**config.mk**
```make
export PLATFORM = sky130hd
export DESIGN_NAME = seg_scan_ctrl
export DESIGN_NICKNAME = d
export VERILOG_FILES = /design/src/rtl/seg_scan_ctrl.sv
export SDC_FILE = /design/constraint.sdc
export NUM_CORES = 1
export LEC_CHECK = 0
export CELL_PAD_IN_SITES_DETAIL_PLACEMENT = 1
export CELL_PAD_IN_SITES_GLOBAL_PLACEMENT = 2
export CORE_ASPECT_RATIO = 1.25
export CORE_UTILIZATION = 30
export CTS_CLUSTER_DIAMETER = 60
export CTS_CLUSTER_SIZE = 25
export DETAILED_ROUTE_END_ITERATION = 6
export GPL_ROUTABILITY_DRIVEN = 0
export GPL_TIMING_DRIVEN = 0
export PLACE_DENSITY = 0.77
export SLEW_MARGIN = 30
export SYNTH_ARGS = -nofsm -noshare
export SYNTH_HDL_FRONTEND = slang
export SYNTH_SLANG_ARGS = --single-unit
```
**constraint.sdc**
```tcl
create_clock -name clk -period 1.9 [get_ports clk]
set_input_delay 0.38 -clock clk [delete_from_list [all_inputs] [get_ports clk]]
set_output_delay 0.38 -clock clk [all_outputs]
set_load 0.01 [all_outputs]
```
**src/rtl/seg_scan_ctrl.sv**
```systemverilog
// seg_scan_ctrl: time-multiplexed scan controller for a common-anode
// 7-segment display sharing one external hex-to-segment decoder.
// Provides frame-synchronous value loading, leading-zero blanking and
// all-anodes-off dead time between digits.
// Optional build macro: SEG_SCAN_BLINK_EN adds per-digit blinking
// (blink_mask input, BLINK_DIV parameter).
module seg_scan_ctrl #(
    parameter int DIGITS      = 4,
    parameter int REFRESH_DIV = 50000,
    parameter int DEAD_CYC    = 16,
    parameter int CNT_W       = 16
`ifdef SEG_SCAN_BLINK_EN
    ,
    parameter int BLINK_DIV   = 25000000
`endif
) (
    input  logic                  clk,
    input  logic                  rst,
    input  logic [4*DIGITS-1:0]   value,
    input  logic                  load,
    input  logic                  blank_lead,
    input  logic [DIGITS-1:0]     dp_in,
    output logic [3:0]            data,
    input  logic [6:0]            seg_in,
`ifdef SEG_SCAN_BLINK_EN
    input  logic [DIGITS-1:0]     blink_mask,
`endif
    output logic [6:0]            seg,
    output logic [DIGITS-1:0]     an,
    output logic                  dp,
    output logic                  frame_start
);

    localparam int IDX_W = (DIGITS > 1) ? $clog2(DIGITS) : 1;
    localparam logic [CNT_W-1:0] DEAD_LAST    = CNT_W'(DEAD_CYC - 1);
    localparam logic [CNT_W-1:0] REFRESH_LAST = CNT_W'(REFRESH_DIV - 1);
    localparam logic [IDX_W-1:0] IDX_LAST     = IDX_W'(DIGITS - 1);
    localparam logic [DIGITS-1:0] ONE_HOT0    = {{(DIGITS-1){1'b0}}, 1'b1};

    typedef enum logic {DEAD, ACTIVE} state_t;

    state_t               state, state_next;
    logic [CNT_W-1:0]     cnt, cnt_next;
    logic [IDX_W-1:0]     idx, idx_next;
    logic [4*DIGITS-1:0]  pending, pending_next;
    logic [4*DIGITS-1:0]  shadow, shadow_next;
    logic [3:0]           data_next;
    logic [6:0]           seg_next;
    logic [DIGITS-1:0]    an_next;
    logic                 dp_next;
    logic                 fs_next;
    logic [DIGITS-1:0]    lead_zero;
    logic                 all_zero;

    function automatic logic [3:0] nibble_of(input logic [4*DIGITS-1:0] v,
                                             input logic [IDX_W-1:0] i);
        return v[{i, 2'b00} +: 4];
    endfunction

`ifdef SEG_SCAN_BLINK_EN
    logic [31:0] blink_cnt;
    logic        blink_ph;

    // Free-running blink phase: toggles every BLINK_DIV clocks
    always_ff @(posedge clk) begin
        if (rst) begin
            blink_cnt <= '0;
            blink_ph  <= 1'b0;
        end else if (blink_cnt == 32'(BLINK_DIV - 1)) begin
            blink_cnt <= '0;
            blink_ph  <= ~blink_ph;
        end else begin
            blink_cnt <= blink_cnt + 32'd1;
        end
    end
`endif

    // A digit is a leading zero when it and every more significant digit are 0;
    // digit 0 always shows, so a zero value still displays "0"
    always_comb begin
        lead_zero = '0;
        all_zero  = 1'b1;
        for (int k = DIGITS - 1; k >= 0; k--) begin
            all_zero     = all_zero && (shadow[4*k +: 4] == 4'h0);
            lead_zero[k] = all_zero;
        end
        lead_zero[0] = 1'b0;
    end

    // Next-state and registered-output logic; outputs reflect the current
    // state/idx one cycle later, so anode and segments always switch together
    always_comb begin
        state_next   = state;
        cnt_next     = cnt;
        idx_next     = idx;
        shadow_next  = shadow;
        pending_next = load ? value : pending;
        an_next      = '1;
        seg_next     = 7'h7F;
        dp_next      = 1'b1;
        fs_next      = 1'b0;

        case (state)
            DEAD: begin
                if (cnt == DEAD_LAST) begin
                    state_next = ACTIVE;
                    cnt_next   = '0;
                end else begin
                    cnt_next = cnt + CNT_W'(1);
                end
            end
            ACTIVE: begin
                an_next  = ~(ONE_HOT0 << idx);
                seg_next = (blank_lead && lead_zero[idx]) ? 7'h7F : seg_in;
                dp_next  = ~dp_in[idx];
                fs_next  = (idx == '0) && (cnt == '0);
`ifdef SEG_SCAN_BLINK_EN
                if (blink_mask[idx] && blink_ph) begin
                    seg_next = 7'h7F;
                    dp_next  = 1'b1;
                end
`endif
                if (cnt == REFRESH_LAST) begin
                    state_next = DEAD;
                    cnt_next   = '0;
                    idx_next   = (idx == IDX_LAST) ? '0 : idx + IDX_W'(1);
                    if (idx == IDX_LAST) begin
                        shadow_next = pending;
                    end
                end else begin
                    cnt_next = cnt + CNT_W'(1);
                end
            end
            default: begin
                state_next = DEAD;
                cnt_next   = '0;
            end
        endcase

        data_next = nibble_of(shadow_next, idx_next);
    end

    // State and output registers; reset leaves shadow equal to pending (both 0),
    // which is exactly what loading on the first dead phase would give
    always_ff @(posedge clk) begin
        if (rst) begin
            state       <= DEAD;
            cnt         <= '0;
            idx         <= '0;
            pending     <= '0;
            shadow      <= '0;
            data        <= 4'h0;
            an          <= '1;
            seg         <= 7'h7F;
            dp          <= 1'b1;
            frame_start <= 1'b0;
        end else begin
            state       <= state_next;
            cnt         <= cnt_next;
            idx         <= idx_next;
            pending     <= pending_next;
            shadow      <= shadow_next;
            data        <= data_next;
            an          <= an_next;
            seg         <= seg_next;
            dp          <= dp_next;
            frame_start <= fs_next;
        end
    end

endmodule

```
* After elaboration in Yosys (flattened, before gate mapping)
Cells that the tools add are included.
** Cells by class
- Add/subtract/negate cells :: 2
- $mul :: 0
- Equality and inequality tests :: 3
- Mux-type cells :: 16
- Order comparisons :: 1
- Reductions and logical operators :: 11
- Divide/modulo/power cells :: 0
- Bitwise operators :: 3
- Shift-type cells :: 2
** Operators with widths (count)
- $mux W16 :: 5
- $pmux W16 S2 :: 1
- $add A16 B1 Y16 const B :: 1
- $eq A16 B16 Y1 const B :: 1
- $eq A16 B4 Y1 const B :: 1
- $logic_not A16 Y1 :: 1
- $shiftx A16 B5 Y4 :: 1
- $logic_not A4 Y1 :: 3
- $mux W2 :: 3
- $bmux W1 S2 :: 2
- $logic_and A1 B1 Y1 :: 4
- $mux W1 :: 4
- $not A4 Y4 :: 1
- $shl A1 B2 Y4 const A :: 1
- $lt A2 B3 Y1 const B :: 1
- $reduce_or A3 Y1 :: 1
- $add A2 B1 Y2 const B :: 1
- $eq A2 B2 Y1 const B :: 1
- $logic_not A2 Y1 :: 1
- $not A1 Y1 :: 2
- $pmux W1 S2 :: 1
- $reduce_or A2 Y1 :: 1
** Word-level totals
- Memories kept :: 0
- Bits of input ports :: 31
- Logic and storage cells :: 48
- Flip-flop bits (word level) :: 68
- Memory bits (writable) :: 0
- Bits in read-only memories :: 0
- Bits in latches :: 0

* Depth between registers and ports, before layout
- Depth after elaboration :: 7
- Mapped depth :: 9
- Gate-level depth less buffers :: 7

* Least setup slack after synthesis
OpenSTA, ideal clock, no wires.
- Kind :: reg2reg
- Start :: reg idx[1]
- End :: reg data[3]
- Path buffers :: 2
- Arrival time :: 1876 ps
- Cell stages (with the launch flop) :: 10
- Library setup time :: 88 ps
- Data required time :: 1812 ps
- Setup slack :: -64 ps
- Cells stage by stage :: dfxtp_1 > clkbuf_1 > inv_1 > ha_1 > buf_2 > mux2i_1 > nand2_1 > o21ai_0 > mux2_4 > a311oi_2
** Between the ends
- Longest elaborated chain between the ends :: 5
** Ends and longest elaborated chain
- start, declared :: line 44 : logic [IDX_W-1:0] idx, idx_next;
- start signal, assigned :: line 160 : idx <= idx_next;
- $add A2 B1 Y2 or $eq A2 B2 Y1 (tied branches) :: line 126, 127
- $mux W2 or $mux W16 (tied branches) :: line 126, 127
- $mux W2 or $mux W16 (tied branches) :: line 123 : if (cnt == REFRESH_LAST) begin
- $mux W2 or $mux W16 (tied branches) :: line 103 : case (state)
- $shiftx A16 B5 Y4 * :: line 57 : return v[{i, 2'b00} +: 4];
- end signal, assigned :: line 163 : data <= data_next;
- end, declared :: line 23 : output logic [3:0] data,
Every way passes the cells marked *; elsewhere a longest branch is shown, timed or not.
A chain may end at the register's enable or synchronous reset.

* Worst setup path in the final report
- Start :: reg cnt[12]
- End :: reg data[2]
** Between the ends
- Longest elaborated chain between the ends :: 4
** Ends and longest elaborated chain
- start, declared :: line 43 : logic [CNT_W-1:0] cnt, cnt_next;
- start signal, assigned :: line 159 : cnt <= cnt_next;
- $eq A16 B16 Y1 * :: line 123
- $mux W16 or $mux W2 (tied branches) :: line 123
- $mux W16 or $mux W2 (tied branches) :: line 103
- $shiftx A16 B5 Y4 * :: line 57
Marked as above.

==> metrics.yaml <==
status: "completed"
synth_warnings: 0
synth_top_area_share_pct: 44.8
first_pass_iters: 4
clk_pin_slew_ns: 0.05
cp_slowest_stage_delay_ns: 0.36
syn_nets: 360
drv_cap: 0
grt-ovfl-total: 0
synthSimpleGateAreaFrac_pct: 20.8
synthXorXnorAreaFrac_pct: 4.03
die_h_um: 115
synth.area.mux_share_pct: 14.8
ys_ff_latch: 68
drive_above_1_share_pct: 18.9
end_kind: "flip-flop"
synth_ff_type: "dfxtp_1"
cts_tree: "yes"
synth_area_mm2: 0.00304
synth_compound_area_share_pct: 8.69
dp_hpwl_um: 5730
slew_headroom_pct: 62.1
synthAdderAreaFrac_pct: 2.47
final.min_clock_period_ns: 1.82
fillers: 1122
grtUsageTotal_pct: 16.4
worstHoldStart: "cnt[0]"
p_sw_mw: 0.651
grt_pass1_wl_um: 13000
drtAntennaViolNets: 0
fin_tns_setup_ns: 0
ys_types: 48
n_antenna_cell: 0
power.total_mw: 3.21
dp_cells: 494
path_cells: "nor4_4 > and3_4 > buf_6 > buf_4 > a21oi_1 > a31oi_1 > o32ai_2"
seq_area_mm2: 0.00137
fmax_mhz: 551
synth.yosys.seq_area_share_pct: 44.8
initial_core_util_pct: 31.3
multi_input_area_mm2: 0.00165
final_core_util_pct: 43.8
final_max_slew_viol_count: 0
tightest_slew_ns: 0.568
antenna_found_initial: 0
critical_path_buf_inv_count: 2
cp_max_fo: 7
core.rowCount: 40
r2r_start: "cnt[12]"
root_buffer: "clkbuf_16"
required_ns: 2.09
portBuffers: 45
post-route-period-util_pct: 95.5
hold_path.class: "flip-flop to flip-flop"
clockBufferDepth: 2
numClockSinks: 68
die_w_um: 92.0
final_net_count: 430
clkLatencyLatePin_ns: 0.33
num_vias: 2562
remaining_drc_errors: 0
wl_per_cell_um: 15.3
synthTopCellsByCount: "dfxtp_1, nor2_1, mux2i_1"
pwr-share-seq_pct: 45.8
leakage_nw: 1.72
cellPowerDensity_mw_per_mm2: 757
setup_viol: 0
instances_no_fill: 523
h-tree-depth: 3
dr.first_iter.drc_count: 44
combPwrFrac_pct: 4.8
synth.area.top_cells: "dfxtp_1, mux2i_1, nor2_1, nand2_1, ha_1"
core_region_area_mm2: 0.00971
crit_path_start: "cnt[12]"
crit_type: "flip-flop to flip-flop"
worst_hold_slack_ns: 0.429
vias_per_cell: 4.90
worstPathArrival_ns: 2.00
hold_violations: 0
clkPwrFrac_pct: 49.4
synth_largest_area_cell: "dfxtp_1"
numCtsBuffers: 9
critPathTopFamily: "simple AND/OR/NAND/NOR gates"
worst_clock_skew_ns: 0.00785
area_growth_pct: 39.8
grt_max_degree: 11
max-vdd-ir-drop_v: 0.000399
io_pins: 48
syn_avg_cell_area_um2: 9.41
synth-async-reset-ratio_pct: 0
p_int_mw: 2.56
synth_edf_count: 0
grt_pass1_vias: 2619
netlist_instances: 323
sw_frac_of_total_pct: 20.3
synth_most_common_cell: "dfxtp_1"
crit_path_top_delay_cell: "nor4_4"
die_area_mm2: 0.0105
cp-start-kind: "flip-flop"
wl_um: 7980
synth_top_family_by_area: "simple AND/OR/NAND/NOR gates"
==> final cells by class <==
cell class                 instances  share of cell area, %
multi-input combinational        227                   38.9
timing repair buffer              60                   14.3
tap                              126                   3.71
buffer                            18                   3.21
clock buffer                      14                   6.69
sequential                        68                   32.3
clock inverter                     1                  0.118
inverter                           9                  0.884
==> path summary, 6_finish.rpt <==
kind / endpoint / slack [ns] / depth (start not counted)
worst max-delay path: data[2] / 0.08 / 7
worst min-delay path: cnt[0] / 0.43 / 1
worst max register to register: data[2] / 0.08 / 7
worst min register to register: cnt[0] / 0.43 / 1
==> cells in the final DEF, fill, tap and decap left out, drive strengths merged, types with 3 or more instances in the layout <==
master / instances
a211oi: 4
a21oi: 10
a31oi: 5
and2: 3
and3: 3
buf: 23
clkbuf: 24
clkdlybuf4s50: 45
dfxtp: 68
ha: 6
inv: 8
mux2i: 40
nand2: 23
nand2b: 10
nand3: 7
nand4: 5
nor2: 55
nor2b: 3
nor3: 5
nor4: 6
o21ai: 8
xnor2: 8
xor2: 6
==> routing by layer <==
metal | global-route usage, % | vias up | part of all wire [%]
met5 | 0 | - | 0
met4 | 8.65 | 0 | 2.7
met3 | 3.39 | 16 | 2.7
met2 | 30.7 | 46 | 55
met1 | 17.0 | 1240 | 40
li1 | - | 1260 | -
==> cells by family after synthesis <==
kind of cell,count (synthesis)
xor+xnor,14
fa+ha+maj,6
flops,68
compound gates,39
simple gates,125
mux,43
buf+inv,28
==> power groups by stage <==
stage                     clock (mW)  combinational [mW]  sequential [mW]
after floorplan                    0              0.0726             1.50
after global placement             0               0.145             1.50
after detailed placement           0               0.149             1.50
after CTS                       1.64               0.156             1.47
after global routing            1.70               0.172             1.48
final                           1.59               0.154             1.47
==> sequential cells by signal, summed over array words and instances, names as in the netlist <==
| name | count |
|---|---|
| state | 1 |
| dp | 1 |
| seg | 7 |
| cnt | 16 |
| frame_start | 1 |
| pending | 16 |
| an | 4 |
| data | 4 |
| idx | 2 |
| shadow | 16 |
==> timing repair <==
action                     in CTS  in global routing
setup endpoints to repair      24                 29
buffers inserted               10                  4
resized for setup              19                 21
cloned                          0                  1
hold buffers                    0                  0
pin swaps                       2                  5
hold endpoints to repair        0                  0
==> metrics by stage <==
step / instance area [um2] / setup slack [ns]
after floorplan: 3040 / 0.0511
after global placement: 3650 / -0.355
after detailed placement: 3650 / -0.362
after CTS: 4080 / 0.00114
after global routing: 4250 / -0.0457
final: 4250 / 0.0847
No activity file was read; power rests on OpenSTA's default activity.
